## config.mk

```make
export PLATFORM = sky130hd
export DESIGN_NAME = led_matrix_scanner_flat
export DESIGN_NICKNAME = d
export VERILOG_FILES = /design/src/rtl/led_matrix_scanner_pkg.sv /design/src/rtl/led_matrix_scanner_if.sv /design/src/rtl/led_matrix_scanner_scan_timer.sv /design/src/rtl/led_matrix_scanner.sv /design/src/flat_wrapper.sv
export SDC_FILE = /design/constraint.sdc
export NUM_CORES = 1
export LEC_CHECK = 0
export CAP_MARGIN = 20
export CELL_PAD_IN_SITES_DETAIL_PLACEMENT = 1
export CELL_PAD_IN_SITES_GLOBAL_PLACEMENT = 1
export CORE_AREA = 2 2 103 105
export DETAILED_ROUTE_END_ITERATION = 7
export DIE_AREA = 0 0 105 107
export PLACE_DENSITY_LB_ADDON = 0.2
export SKIP_CTS_REPAIR_TIMING = 1
export SYNTH_ARGS = -nofsm -noshare
export SYNTH_HDL_FRONTEND = slang
export SYNTH_SLANG_ARGS = --single-unit
```

## constraint.sdc

```tcl
create_clock -name clk -period 3.3 [get_ports clk]
set_clock_uncertainty 0.2 [all_clocks]
set_input_delay 0.33 -clock clk [delete_from_list [all_inputs] [get_ports clk]]
set_output_delay 0.33 -clock clk [all_outputs]
set_load 0.05 [all_outputs]
```

## src/rtl/led_matrix_scanner_pkg.sv

```systemverilog
// Shared constants and scan FSM states for the LED matrix scanner and its renderer.
// Optional brightness PWM is enabled by defining LED_SCAN_BRIGHTNESS_PWM_EN.
package led_matrix_scanner_pkg;

  localparam int WIDTH        = 16;
  localparam int BIT_OF_WIDTH = 4;

  typedef enum logic [1:0] {
    IDLE,
    SETUP,
    DISPLAY,
    BLANK
  } scan_state_t;

  function automatic int max_int(input int a, input int b);
    return (a > b) ? a : b;
  endfunction

endpackage

```

## src/rtl/led_matrix_scanner_if.sv

```systemverilog
// Row interface between the scanner (master) and the renderer / LED panel (slave).
interface led_matrix_scanner_if;
  import led_matrix_scanner_pkg::*;

  logic [BIT_OF_WIDTH-1:0] count;
  logic [WIDTH-1:0]        row_data;
  logic [WIDTH-1:0]        row_sel;
  logic [WIDTH-1:0]        col_out;
  logic                    frame_start;

  modport master (
    output count,
    output row_sel,
    output col_out,
    output frame_start,
    input  row_data
  );

  modport slave (
    input  count,
    input  row_sel,
    input  col_out,
    input  frame_start,
    output row_data
  );

endinterface

```

## src/rtl/led_matrix_scanner_scan_timer.sv

```systemverilog
// Loadable down-counter shared by the DISPLAY and BLANK phases; o_done flags the last cycle.
module scan_timer #(
  parameter int TW = 10
) (
  input  logic          clk,
  input  logic          rst_n,
  input  logic          i_load,
  input  logic [TW-1:0] i_load_val,
  output logic          o_done
);

  logic [TW-1:0] r_timer;

  always_ff @(posedge clk or negedge rst_n) begin
    if (!rst_n) begin
      r_timer <= '0;
    end else if (i_load) begin
      r_timer <= i_load_val;
    end else if (r_timer != '0) begin
      r_timer <= r_timer - TW'(1);
    end
  end

  assign o_done = (r_timer == '0);

endmodule

```

## src/rtl/led_matrix_scanner.sv

```systemverilog
// Row-scan driver for the 16x16 LED matrix: latches one row word per row and drives it with blanking.
// Define LED_SCAN_BRIGHTNESS_PWM_EN to add the 4-bit brightness input and in-row PWM gating.
module led_matrix_scanner
  import led_matrix_scanner_pkg::*;
#(
  parameter int SCAN_DIV     = 1000,
  parameter int BLANK_CYCLES = 8
) (
  input  logic                 clk,
  input  logic                 rst_n,
  input  logic                 enable,
`ifdef LED_SCAN_BRIGHTNESS_PWM_EN
  input  logic [3:0]           brightness,
`endif
  led_matrix_scanner_if.master bus
);

  localparam int TIMER_W = $clog2(max_int(SCAN_DIV, BLANK_CYCLES) + 1);
  localparam logic [TIMER_W-1:0] DISPLAY_LOAD = TIMER_W'(SCAN_DIV - 1);
  localparam logic [TIMER_W-1:0] BLANK_LOAD   = TIMER_W'(BLANK_CYCLES - 1);

  scan_state_t             r_state;
  logic [BIT_OF_WIDTH-1:0] r_count;
  logic [WIDTH-1:0]        r_row_sel;
  logic [WIDTH-1:0]        r_col_out;
  logic [WIDTH-1:0]        r_col_reg;
  logic                    r_frame_start;

  logic                    w_done;
  logic                    w_load;
  logic                    w_latch;
  logic [TIMER_W-1:0]      w_load_val;
  logic [WIDTH-1:0]        w_row_onehot;
  logic                    w_lit_entry;
  logic                    w_lit_stay;

  assign w_row_onehot = WIDTH'(1) << r_count;

  // Row data is sampled only when a DISPLAY phase is about to begin.
  assign w_latch    = enable && ((r_state == SETUP) || ((r_state == BLANK) && w_done));
  assign w_load     = !enable || w_latch || ((r_state == DISPLAY) && w_done);
  assign w_load_val = !enable                ? '0 :
                      (r_state == DISPLAY)   ? BLANK_LOAD :
                                               DISPLAY_LOAD;

  scan_timer #(
    .TW(TIMER_W)
  ) u_scan_timer (
    .clk        (clk),
    .rst_n      (rst_n),
    .i_load     (w_load),
    .i_load_val (w_load_val),
    .o_done     (w_done)
  );

`ifdef LED_SCAN_BRIGHTNESS_PWM_EN
  logic [3:0] r_brightness;
  logic [3:0] r_phase;
  logic [3:0] w_next_phase;

  always_ff @(posedge clk or negedge rst_n) begin
    if (!rst_n) begin
      r_brightness <= '0;
      r_phase      <= '0;
    end else if (w_latch) begin
      r_brightness <= brightness;
      r_phase      <= '0;
    end else if (r_state == DISPLAY) begin
      r_phase <= w_next_phase;
    end
  end

  // The phase wraps mod 16, so the gate repeats every 16 DISPLAY cycles.
  assign w_next_phase = r_phase + 4'd1;
  assign w_lit_entry  = (brightness != 4'd0);
  assign w_lit_stay   = (r_brightness == 4'hF) || (w_next_phase < r_brightness);
`else
  assign w_lit_entry = 1'b1;
  assign w_lit_stay  = 1'b1;
`endif

  // Outputs are computed for the next cycle so row_sel and col_out always switch together.
  always_ff @(posedge clk or negedge rst_n) begin
    if (!rst_n) begin
      r_state       <= IDLE;
      r_count       <= '0;
      r_row_sel     <= '0;
      r_col_out     <= '0;
      r_col_reg     <= '0;
      r_frame_start <= 1'b0;
    end else if (!enable) begin
      r_state       <= IDLE;
      r_count       <= '0;
      r_row_sel     <= '0;
      r_col_out     <= '0;
      r_frame_start <= 1'b0;
    end else begin
      r_frame_start <= 1'b0;
      case (r_state)
        IDLE: begin
          r_state <= SETUP;
        end
        SETUP, BLANK: begin
          if (w_latch) begin
            r_state       <= DISPLAY;
            r_col_reg     <= bus.row_data;
            r_row_sel     <= w_lit_entry ? w_row_onehot : '0;
            r_col_out     <= w_lit_entry ? bus.row_data : '0;
            r_frame_start <= (r_count == '0);
          end
        end
        DISPLAY: begin
          if (w_done) begin
            r_state   <= BLANK;
            r_count   <= r_count + BIT_OF_WIDTH'(1);
            r_row_sel <= '0;
            r_col_out <= '0;
          end else begin
            r_row_sel <= w_lit_stay ? w_row_onehot : '0;
            r_col_out <= w_lit_stay ? r_col_reg : '0;
          end
        end
        default: begin
          r_state <= IDLE;
        end
      endcase
    end
  end

  assign bus.count       = r_count;
  assign bus.row_sel     = r_row_sel;
  assign bus.col_out     = r_col_out;
  assign bus.frame_start = r_frame_start;

endmodule

```

## src/flat_wrapper.sv

```systemverilog
// flat-port wrapper written by rule: the top's interface ports become plain ports
module led_matrix_scanner_flat import led_matrix_scanner_pkg::*;
#(
  parameter int SCAN_DIV     = 1000,
  parameter int BLANK_CYCLES = 8
)
  (clk, rst_n, enable, bus_count, bus_row_sel, bus_col_out, bus_frame_start, bus_row_data);
  led_matrix_scanner_if bus_i ();
  input  logic clk;
  input  logic rst_n;
  input  logic enable;
  output wire logic [$bits(bus_i.count)-1:0] bus_count;
  output wire logic [$bits(bus_i.row_sel)-1:0] bus_row_sel;
  output wire logic [$bits(bus_i.col_out)-1:0] bus_col_out;
  output wire logic [$bits(bus_i.frame_start)-1:0] bus_frame_start;
  input wire logic [$bits(bus_i.row_data)-1:0] bus_row_data;
  assign bus_count = bus_i.count;
  assign bus_row_sel = bus_i.row_sel;
  assign bus_col_out = bus_i.col_out;
  assign bus_frame_start = bus_i.frame_start;
  assign bus_i.row_data = bus_row_data;
  led_matrix_scanner #(.SCAN_DIV(SCAN_DIV), .BLANK_CYCLES(BLANK_CYCLES)) u_core (.clk(clk), .rst_n(rst_n), .enable(enable), .bus(bus_i));
endmodule
```

# == After elaboration in Yosys (flattened, before gate mapping) ==
# Cells that the tools add are included.
# totals
register_bits,65
in_bits,19
# classes
addsub,2
eq_ne,8
shifts,1
muxes,22
n_reduce_logical,17
# ops
operator,count
$mux 16,6
$pmux 16 s2,2
$mux 10,4
$shl 1x4->16 const A,1
$mux 4,3
$logic_not 10->1,1
$reduce_bool 10->1,1
$sub 10x1->10 const B,1
$mux 2,3
$ne 3x2->1 const B,2
$pmux 2 s3,1
$reduce_and 2->1,3
$add 4x1->4 const B,1
$eq 2x2->1 const B,2
$logic_not 4->1,1
$ne 2x1->1 const B,2
$logic_and 1x1->1,3
$logic_or 1x1->1,3
$mux 1,3
$ne 3x1->1 const B,1
$reduce_and 3->1,1
$eq 2x1->1 const B,1
$logic_not 2->1,1
$reduce_bool 2->1,1
2 further kinds,2

# == Logic depth before layout (Yosys ltp) ==
# Gate-level depths: netlist of run 1.
# depth
word_depth,7
mapped_depth,8
ltp_nobuf,6

# == Hierarchy ==
# Synthesis of run 1 repeated with hierarchy kept, for this count alone.
# unflattened
cells_unflattened,271
area_unflattened_um2,3253.1
# modules_own_cells
mod,n_inst,cells_per_inst,area_each_um2,seq_area_each_um2
led_matrix_scanner,1,204,2658.8,1376.3
scan_timer,1,67,594.3,250.2

# == Worst setup path after synthesis of run 1 ==
# OpenSTA, ideal clock, no wires.
# synth_path
path_kind,register to register
start,register u_core.u_scan_timer.r_timer[0]
end,register u_core.r_col_reg[10]
setup_ns,0.128
arrival_time_ns,2.189
required_time_ns,2.972
slack_ns,0.783
path_stages_with_launch,9
path_buffers,2
period_less_slack_ns,2.517
cell_sequence,dfrtp_1 -> inv_1 -> ha_1 -> or3b_2 -> o31ai_4 -> and3_1 -> buf_2 -> buf_4 -> mux2_1
# synth_between
elab_chain_len,5
# synth_rtl
element,line_no,text
from (decl),led_matrix_scanner_scan_timer.sv:12,logic [TW-1:0] r_timer;
from (signal assigned),led_matrix_scanner_scan_timer.sv:18,r_timer <= i_load_val;
from (signal assigned),led_matrix_scanner_scan_timer.sv:20,r_timer <= r_timer - TW'(1);
$logic_not 10->1,led_matrix_scanner_scan_timer.sv:24,assign o_done = (r_timer == '0);
$logic_and 1x1->1,led_matrix_scanner.sv:40,assign w_latch = enable && ((r_state == SETUP) || ((r_state == BLANK) && w_done));
$logic_or 1x1->1,led_matrix_scanner.sv:40,
$logic_and 1x1->1,led_matrix_scanner.sv:40,
$reduce_and 3->1 (no source line),n/a,
to (signal assigned),led_matrix_scanner.sv:106,r_col_reg <= bus.row_data;
to (decl),led_matrix_scanner.sv:26,logic [WIDTH-1:0] r_col_reg;
# Every way passes these cells.
# A chain may end at the register's enable or synchronous reset.

# == Worst setup path in the final report of run 1 ==
# layout_path
start,register u_core.u_scan_timer.r_timer[3]
end,register u_core.r_col_reg[5]
# Same word-level chain as after synthesis.

==> results of run 1 <==
## worst register-to-register path, stage by stage (launching register included)
cell     delay [ns]
dfrtp_1        0.46
or4_1          0.73
o31ai_4        0.35
and3_1         0.24
buf_12         0.21
mux2_2         0.35
## cells in the mapped netlist, drive strengths merged
cell     n  share of area (%)
clkbuf  10                1.3
o31ai    2               0.97
a221o   16                5.4
and3     9                1.9
a211oi   3               0.76
a31oi    5                1.1
a21oi    4               0.68
or4      2               0.51
nor3     2               0.34
nor3b    1               0.25
nand2    5               0.64
mux2i    1               0.34
o21a     3               0.76
inv      6               0.76
nor2b    1               0.21
or2      1               0.21
a22o     4                1.2
o41ai    1               0.30
mux2    17                6.5
nand3b   1               0.25
dfrtp   65                 55
or3b     1               0.30
buf      6                1.2
nand4    1               0.21
nand3    1               0.17
xnor2    4                1.2
and2    17                3.6
nor4     6                1.8
a311oi   3               0.89
o21ai    4               0.68
ha       7                3.0
nor2    13                1.7
o31a     1               0.30
or3      2               0.42
a32o    12                4.1
nand2b   4               0.85
o311a    1               0.34
## kinds of logic (layout without fill, tap and decap cells)
group / after synthesis / count (layout) / synth area share [%]
AND/OR/NAND/NOR: 67 / 67 / 13.3
XOR/XNOR: 4 / 4 / 1.19
multiplexers: 18 / 18 / 6.82
buffers and inverters: 22 / 86 / 3.22
AO/OA/AOI/OAI: 59 / 59 / 17.4
adder cells (fa/ha/maj): 7 / 7 / 2.97
flip-flops: 65 / 65 / 55.1
## power groups by stage
stage | Combinational (mW) | Sequential, mW | Clock, mW
after floorplan | 0.690 | 1.42 | 0
after global placement | 1.29 | 1.22 | 0
after detailed placement | 1.31 | 1.24 | 0
after CTS | 1.32 | 1.22 | 0.606
after global routing | 1.42 | 1.26 | 0.651
final | 1.31 | 1.22 | 0.583
## path summary, 6_finish.rpt
kind / start / to / slack, ns / cells after the start
worst min register to register: u_core.r_col_reg[12] / u_core.r_col_reg[12] / 0.28 / 1
min in group asynchronous: rst_n / u_core.bus.row_sel[7] / 0.41 / 2
worst max register to register: u_core.u_scan_timer.r_timer[3] / u_core.r_col_reg[5] / 0.64 / 5
worst min-delay path: u_core.r_col_reg[12] / u_core.r_col_reg[12] / 0.28 / 1
worst max-delay path: u_core.u_scan_timer.r_timer[3] / u_core.r_col_reg[5] / 0.64 / 5
max in group asynchronous: rst_n / u_core.u_scan_timer.r_timer[4] / 1.84 / 3
## routing by layer
metal | up-vias | routed length, µm | track usage [%]
li1 | 1032 | - | -
met1 | 1143 | 3760 | 19.6
met2 | 38 | 3420 | 20.8
met3 | 10 | 268 | 3.47
met4 | 0 | 91 | 4.95
met5 | - | 0 | 0
## per-stage QoR
stage	power, mW	hold slack [ns]	setup WS (ns)	utilization, %	std cells
2_1_floorplan	2.11	-0.166	0.783	-	242
6_report	3.12	0.281	0.635	38.2	442
3_3_place_gp	2.51	0.258	0.707	36.5	425
4_1_cts	3.15	-0.114	0.634	38.1	441
3_5_place_dp	2.55	0.256	0.649	36.5	425
5_1_grt	3.33	0.301	0.491	38.2	442
## area by class of cell
cell class,instances,share of cell area (%)
tap,136,4.42
sequential,65,42.2
clock buffer,10,3.31
clock inverter,6,0.909
multi-input combinational,155,31.9
inverter,6,0.584
timing repair buffer,64,16.6
==> impl_metrics.yaml, run 1 <==
sta:
  rsz0062_at_grt: "no"
  final-hold-violation-count: 0
  fin_tns_setup_ns: 0
  maxSlewHeadroom_pct: 47.4
  period_needed_ns: 2.66
  slew_violations: 0
  max_clock_freq_ghz: 0.375
  setup_violations: 0
  tightest_slew_ns: 0.787
  fin_crit_sh_pct: 80.7
clock_tree:
  clock_sinks: 65
  cts_tree: "yes"
  cts_made_buffers: 9
  path_clk_slew_ns: 0.08
  cts_root_buf: "clkbuf_8"
  clock_latency_ns: 0.34
  ctsHtreeMaxLevel: 3
  clk_path_buf_depth: 2
final_layout:
  final_common_cell: "dfrtp_1"
  multi_input_area_um2: 1230
  layout_common_cells: "65 x dfrtp_1, 54 x clkdlybuf4s50_1, 17 x and2_1"
  syn_to_final_growth_pct: 30.5
  nFillCells: 1125
  nNetsFinal: 327
  seq_area_um2: 1630
  num_antenna_cells: 0
  design_area_um2: 3850
  drive_above_1_share_pct: 10.5
flow_run:
  drv_cap: 0
logic_synthesis:
  yosysSeqAreaShare_pct: 55.1
  ys.warnings.count: 0
  syn_avg_cell_area_um2: 12.2
  synth_cells: 242
  syn_nets: 268
  yosysUniqueCellTypes: 41
  syn_area_um2: 2950
  ys_ff_latch: 65
routing:
  drt-initial-drc-count: 95
  routed_wl_mm: 7.54
  drt_first_pass_iters: 4
  drc: 0
  ant_nets: 0
  num_vias: 2223
  via_per_inst: 5.03
  drt-wirelength-per-cell_um: 17.1
critical_path:
  worst-path-max-fanout: 33
  end_kind: "flip-flop"
  required_ns: 3.32
  path_buf_inv: 1
  crit_arrival_ns: 2.69
  critical_path_class: "flip-flop to flip-flop"
  critical_path.startpoint_type: "flip-flop"
  slowest_delay_ns: 0.73
  crit_family: "simple AND/OR/NAND/NOR gates"
  crit_slowest_cell: "or4_1"
  path_cells: "or4_1, o31ai_4, and3_1, buf_12, mux2_2"
grt:
  gr-total-overflow: 0
  grt_pass1_vias: 2333
  track_usage_pct: 13.9
  grt_pass1_wl_mm: 12.4
  grt_max_degree: 35
  antenna_found_initial: 0
floorplan:
  core_area_um2: 10100
  initial_utilization_pct: 29.3
  rows: 37
  die_h_um: 107
  ios: 56
  die-width_um: 105
  die_area_um2: 11200
run_status:
  status: "finished clean"
power_and_ir_drop:
  netSwitchingPower_mw: 1.31
  p_per_area_nw_per_um2: 809
  p_clk_share_pct: 18.7
  p_sw_share_pct: 41.9
  seqPwrFrac_pct: 39.2
  comb_power_share_pct: 42.1
  power.internal_mw: 1.81
  peakVddDrop_v: 0.000314
  p_leak_nw: 1.65
place:
  io_buffer_count: 55
  dpl_cell_area_um2: 3680
  hpwl_mm: 5.09
  gp_congestion: 0.705
min_path:
  hp-class: "flip-flop to flip-flop"
Note: power is estimated with default switching activity, not from simulation.
==> inputs of run 2 (changes only) <==
==> constraint.sdc (replaced) <==
create_clock -name clk -period 2.7 [get_ports clk]
set_clock_uncertainty 0.2 [all_clocks]
set_input_delay 0.27 -clock clk [delete_from_list [all_inputs] [get_ports clk]]
set_output_delay 0.27 -clock clk [all_outputs]
set_load 0.05 [all_outputs]
==> run 2 against run 1 <==
Sequential share of layout area is 1.2 points lower; combinational power is 27% higher; global-route usage is 0.12 points lower; final area is 2.9% higher; cell count is 0.90% higher; non-clock buffer count is 4 higher; register-to-register slack worse by 0.52 ns; flip-flop and latch count stayed put; largest cell class unchanged; largest power group unchanged.
==> impl_metrics.yaml, run 2 (synthesized netlist as in run 1, its figures left out) <==
critical_path:
  path_cells: "inv_1, ha_1, or3b_2, o31ai_4, and3_4, buf_12, mux2_2"
  crit_arrival_ns: 2.61
  crit_family: "simple AND/OR/NAND/NOR gates"
  slowest_delay_ns: 0.55
  required_ns: 2.73
  critical_path.startpoint_type: "flip-flop"
  worst-path-max-fanout: 17
  path_buf_inv: 2
  crit_slowest_cell: "or3b_2"
  critical_path_class: "flip-flop to flip-flop"
  end_kind: "flip-flop"
routing:
  drc: 0
  drt-initial-drc-count: 69
  drt-wirelength-per-cell_um: 16.9
  via_per_inst: 4.97
  num_vias: 2215
  drt_first_pass_iters: 4
  ant_nets: 0
  routed_wl_mm: 7.54
floorplan:
  ios: 56
  die_h_um: 107
  rows: 37
  core_area_um2: 10100
  die-width_um: 105
  initial_utilization_pct: 29.3
  die_area_um2: 11200
grt:
  gr-total-overflow: 0
  use_met2_pct: 20.8
  busiest_layer: "met2"
  antenna_found_initial: 0
  track_usage_pct: 13.8
  grt_pass1_wl_mm: 12.2
  use_met3_pct: 4.32
  grt_max_degree: 43
  grt_pass1_vias: 2307
  use_met1_pct: 19.1
final_layout:
  nFillCells: 1126
  drive_above_1_share_pct: 11.9
  multi_input_area_um2: 1240
  final_common_cell: "dfrtp_1"
  seq_area_um2: 1630
  num_antenna_cells: 0
  fin_util_pct: 39.3
  nNetsFinal: 331
  syn_to_final_growth_pct: 34.3
  layout_common_cells: "65 x dfrtp_1, 54 x clkdlybuf4s50_1, 17 x and2_1"
sta:
  tightest_slew_ns: 0.594
  maxSlewHeadroom_pct: 60.4
  final-hold-violation-count: 0
  max_clock_freq_ghz: 0.387
  fin_crit_sh_pct: 95.7
  period_needed_ns: 2.58
  slew_violations: 0
  setup_violations: 0
  rsz0062_at_grt: "no"
  whs_ns: 0.275
  fin_tns_setup_ns: 0
place:
  hpwl_mm: 5.07
  io_buffer_count: 55
  gp_congestion: 0.790
clock_tree:
  cts_root_buf: "clkbuf_8"
  ctsHtreeMaxLevel: 3
  path_clk_slew_ns: 0.08
  clk_path_buf_depth: 2
  cts_made_buffers: 9
  clock_sinks: 65
  cts_tree: "yes"
  clock_latency_ns: 0.34
power_and_ir_drop:
  peakVddDrop_v: 0.000442
  p_leak_nw: 1.70
  p_per_area_nw_per_um2: 1020
flow_run:
  drv_cap: 0
run_status:
  status: "finished clean"
min_path:
  hp-class: "primary input to asynchronous set/reset pin"
[run 2: where the power goes]
group	internal, mW	switching [mW]
logic	0.685	0.974
clock network	0.515	0.383
registers	1.26	0.235
total	2.46	1.59
[run 2: worst paths after layout]
kind / from / endpoint / slack (ns) / cells past startpoint
setup / recovery: u_core.u_scan_timer.r_timer[0] / u_core.r_col_reg[5] / 0.12 / 7
hold reg to reg: u_core.r_col_reg[1] / u_core.r_col_reg[1] / 0.28 / 1
max in group asynchronous: rst_n / u_core.r_col_reg[9] / 1.39 / 3
setup reg to reg: u_core.u_scan_timer.r_timer[0] / u_core.r_col_reg[5] / 0.12 / 7
hold / removal: rst_n / u_core.bus.row_sel[11] / 0.28 / 2
min in group clk: u_core.r_col_reg[1] / u_core.r_col_reg[1] / 0.28 / 1
[run 2: layer usage]
metal / up-vias / wire, µm
li1: 1044 / -
met1: 1126 / 3730
met2: 37 / 3430
met3: 8 / 299
met4: 0 / 78
met5: - / 0
[run 2: area by class of cell]
cell class,count,area share [%]
clock inverters,6,2.08
inverters,6,0.568
multi-input cells,155,31.2
clock buffers,10,3.22
well taps,136,4.29
flip-flops and latches,65,41.0
repair buffers,68,17.7
[run 2: worst register-to-register path: stages, from the launching register on]
cell     delay, ns
dfrtp_1       0.42
inv_1         0.08
ha_1          0.23
or3b_2        0.55
o31ai_4       0.21
and3_4        0.26
buf_12        0.17
mux2_2        0.35
[run 2: stage by stage]
stage / cell area (µm²) / instances / power [mW] / worst slack [ns]
2_1_floorplan: 2950 / 242 / 2.58 / 0.183
3_3_place_gp: 3720 / 428 / 3.11 / 0.171
3_5_place_dp: 3720 / 428 / 3.16 / 0.110
4_1_cts: 3930 / 444 / 4.07 / 0.0959
5_1_grt: 3970 / 446 / 4.32 / 0.0173
6_report: 3970 / 446 / 4.05 / 0.116
==> inputs of run 3 (changes only) <==
--- a/config.mk
+++ b/config.mk
@@ -11,7 +11,7 @@
 export CORE_AREA = 2 2 103 105
 export DETAILED_ROUTE_END_ITERATION = 7
 export DIE_AREA = 0 0 105 107
-export PLACE_DENSITY_LB_ADDON = 0.2
+export PLACE_DENSITY_LB_ADDON = 0.1
 export SKIP_CTS_REPAIR_TIMING = 1
 export SYNTH_ARGS = -nofsm -noshare
 export SYNTH_HDL_FRONTEND = slang
==> constraint.sdc (replaced) <==
create_clock -name clk -period 2.7 [get_ports clk]
set_clock_uncertainty 0.2 [all_clocks]
set_input_delay 0.81 -clock clk [delete_from_list [all_inputs] [get_ports clk]]
set_output_delay 0.81 -clock clk [all_outputs]
set_load 0.01 [all_outputs]
==> run 3 against run 2 <==
Sequential power about the same; fmax increased by 4.0%; largest cell class unchanged; combinational power fell by 17%; flip-flop and latch count is the same; first-iteration DRC count rose by 25%; cell count increased by 0.45%; core utilization grew 0.11 points.
==> impl_metrics.yaml, run 3 (synthesized netlist as in run 1, its figures left out) <==
run_status:
  status: "finished clean"
place:
  gp_congestion: 0.778
  hpwl_mm: 4.89
  io_buffer_count: 55
  dpl.cell_count: 432
  dpl_cell_area_um2: 3750
critical_path:
  critical_path.startpoint_type: "flip-flop"
  crit_start: "u_core.u_scan_timer.r_timer[0]"
  end_kind: "flip-flop"
  reg2reg_slack_ns: 0.22
  crit_arrival_ns: 2.50
  worst-path-max-fanout: 33
  critical_path_class: "flip-flop to flip-flop"
  required_ns: 2.71
  cp-endpoint: "u_core.r_col_reg[8]"
  r2r-end: "u_core.r_col_reg[8]"
  r2r_cells: 7
  r2r-start: "u_core.u_scan_timer.r_timer[0]"
sta:
  tightest_slew_ns: 0.402
  rsz0062_at_grt: "no"
  fin_tns_setup_ns: 0
  whs_ns: 0.279
  max_clock_freq_ghz: 0.402
  period_needed_ns: 2.48
  slew_violations: 0
  fin_crit_sh_pct: 92.0
  final-hold-violation-count: 0
  maxSlewHeadroom_pct: 73.2
  setup_violations: 0
grt:
  grt_pass1_wl_mm: 12.2
  grt_pass1_vias: 2268
  gr-total-overflow: 0
  grt_max_degree: 66
  track_usage_pct: 13.8
  antenna_found_initial: 0
clock_tree:
  cts_root_buf: "clkbuf_8"
  ctsHtreeMaxLevel: 3
  path_clk_slew_ns: 0.07
  clock_latency_ns: 0.33
  cts_tree: "yes"
  clk_path_buf_depth: 2
  clock_sinks: 65
  cts_made_buffers: 9
routing:
  drt-wirelength-per-cell_um: 16.3
  routed_wl_mm: 7.30
  drt_first_pass_iters: 4
  drc: 0
  via_per_inst: 4.96
  wl_met1_mm: 3.63
  num_vias: 2220
  wl_met3_um: 282
  ant_nets: 0
  drt-initial-drc-count: 86
  top_layer: "met4"
  met2_length_mm: 3.30
power_and_ir_drop:
  peakVddDrop_v: 0.000397
  p_leak_nw: 1.71
  p_per_area_nw_per_um2: 958
final_layout:
  design_area_um2: 3980
  num_antenna_cells: 0
  fin_util_pct: 39.4
  drive_above_1_share_pct: 12.8
  syn_to_final_growth_pct: 34.7
  nNetsFinal: 333
  layout_common_cells: "65 x dfrtp_1, 54 x clkdlybuf4s50_1, 17 x and2_1"
  final_common_cell: "dfrtp_1"
  fin_cells: 448
floorplan:
  die_h_um: 107
  die-width_um: 105
  ios: 56
  initial_utilization_pct: 29.3
  rows: 37
  core_area_um2: 10100
  die_area_um2: 11200
min_path:
  hp-class: "primary input to asynchronous set/reset pin"
flow_run:
  drv_cap: 0
[run 3: cell types whose count changed in the layout (fill, tap and decap cells not counted), sizes merged]
cell | previous run | this run
buf | 12 | 16
clkinv | 3 | 2
dlygate4sd3 | 1 | 0
[run 3: critical path, cell delays in order (launching register included)]
cell and delay (ns):
dfrtp_1 0.41, inv_1 0.08, ha_1 0.24, or3b_4 0.45
o31ai_4 0.18, and3_1 0.23, buf_12 0.21, mux2_1 0.35
[run 3: routing by layer]
layer	GRT usage, %	up-vias
met4	3.43	0
li1	-	1047
met3	4.13	7
met2	20.7	36
met5	0	-
met1	19.4	1130
[run 3: where the power goes]
group          internal (mW)  total [mW]  switching, mW
clock                  0.568       0.955          0.387
combinational          0.688        1.38          0.693
sequential              1.26        1.47          0.214
total                   2.51        3.81           1.29
[run 3: worst min path at each step]
stage	to	cells after the start
6_report	u_core.bus.row_sel[14]	2
5_1_grt	u_core.bus.row_sel[14]	2
4_1_cts	u_core.bus.col_out[1]	2
3_5_place_dp	u_core.r_col_reg[1]	1
3_3_place_gp	u_core.r_col_reg[11]	1
2_1_floorplan	u_core.r_col_reg[10]	1
[run 3: final cells by class]
class,instances,area [µm²]
Fill cell,1128,6110
Sequential cell,65,1630
Multi-Input combinational cell,155,1230
Timing Repair Buffer,70,696
Tap cell,136,170
Clock buffer,11,151
Clock inverter,5,77.6
Inverter,6,22.5
[run 3: through the flow]
stage	power [mW]	setup WS, ns
after floorplan	2.31	0.183
after CTS	3.87	0.0896
after global routing	4.10	0.0916
after detailed placement	2.89	0.104
final	3.81	0.215
after global placement	2.86	0.177
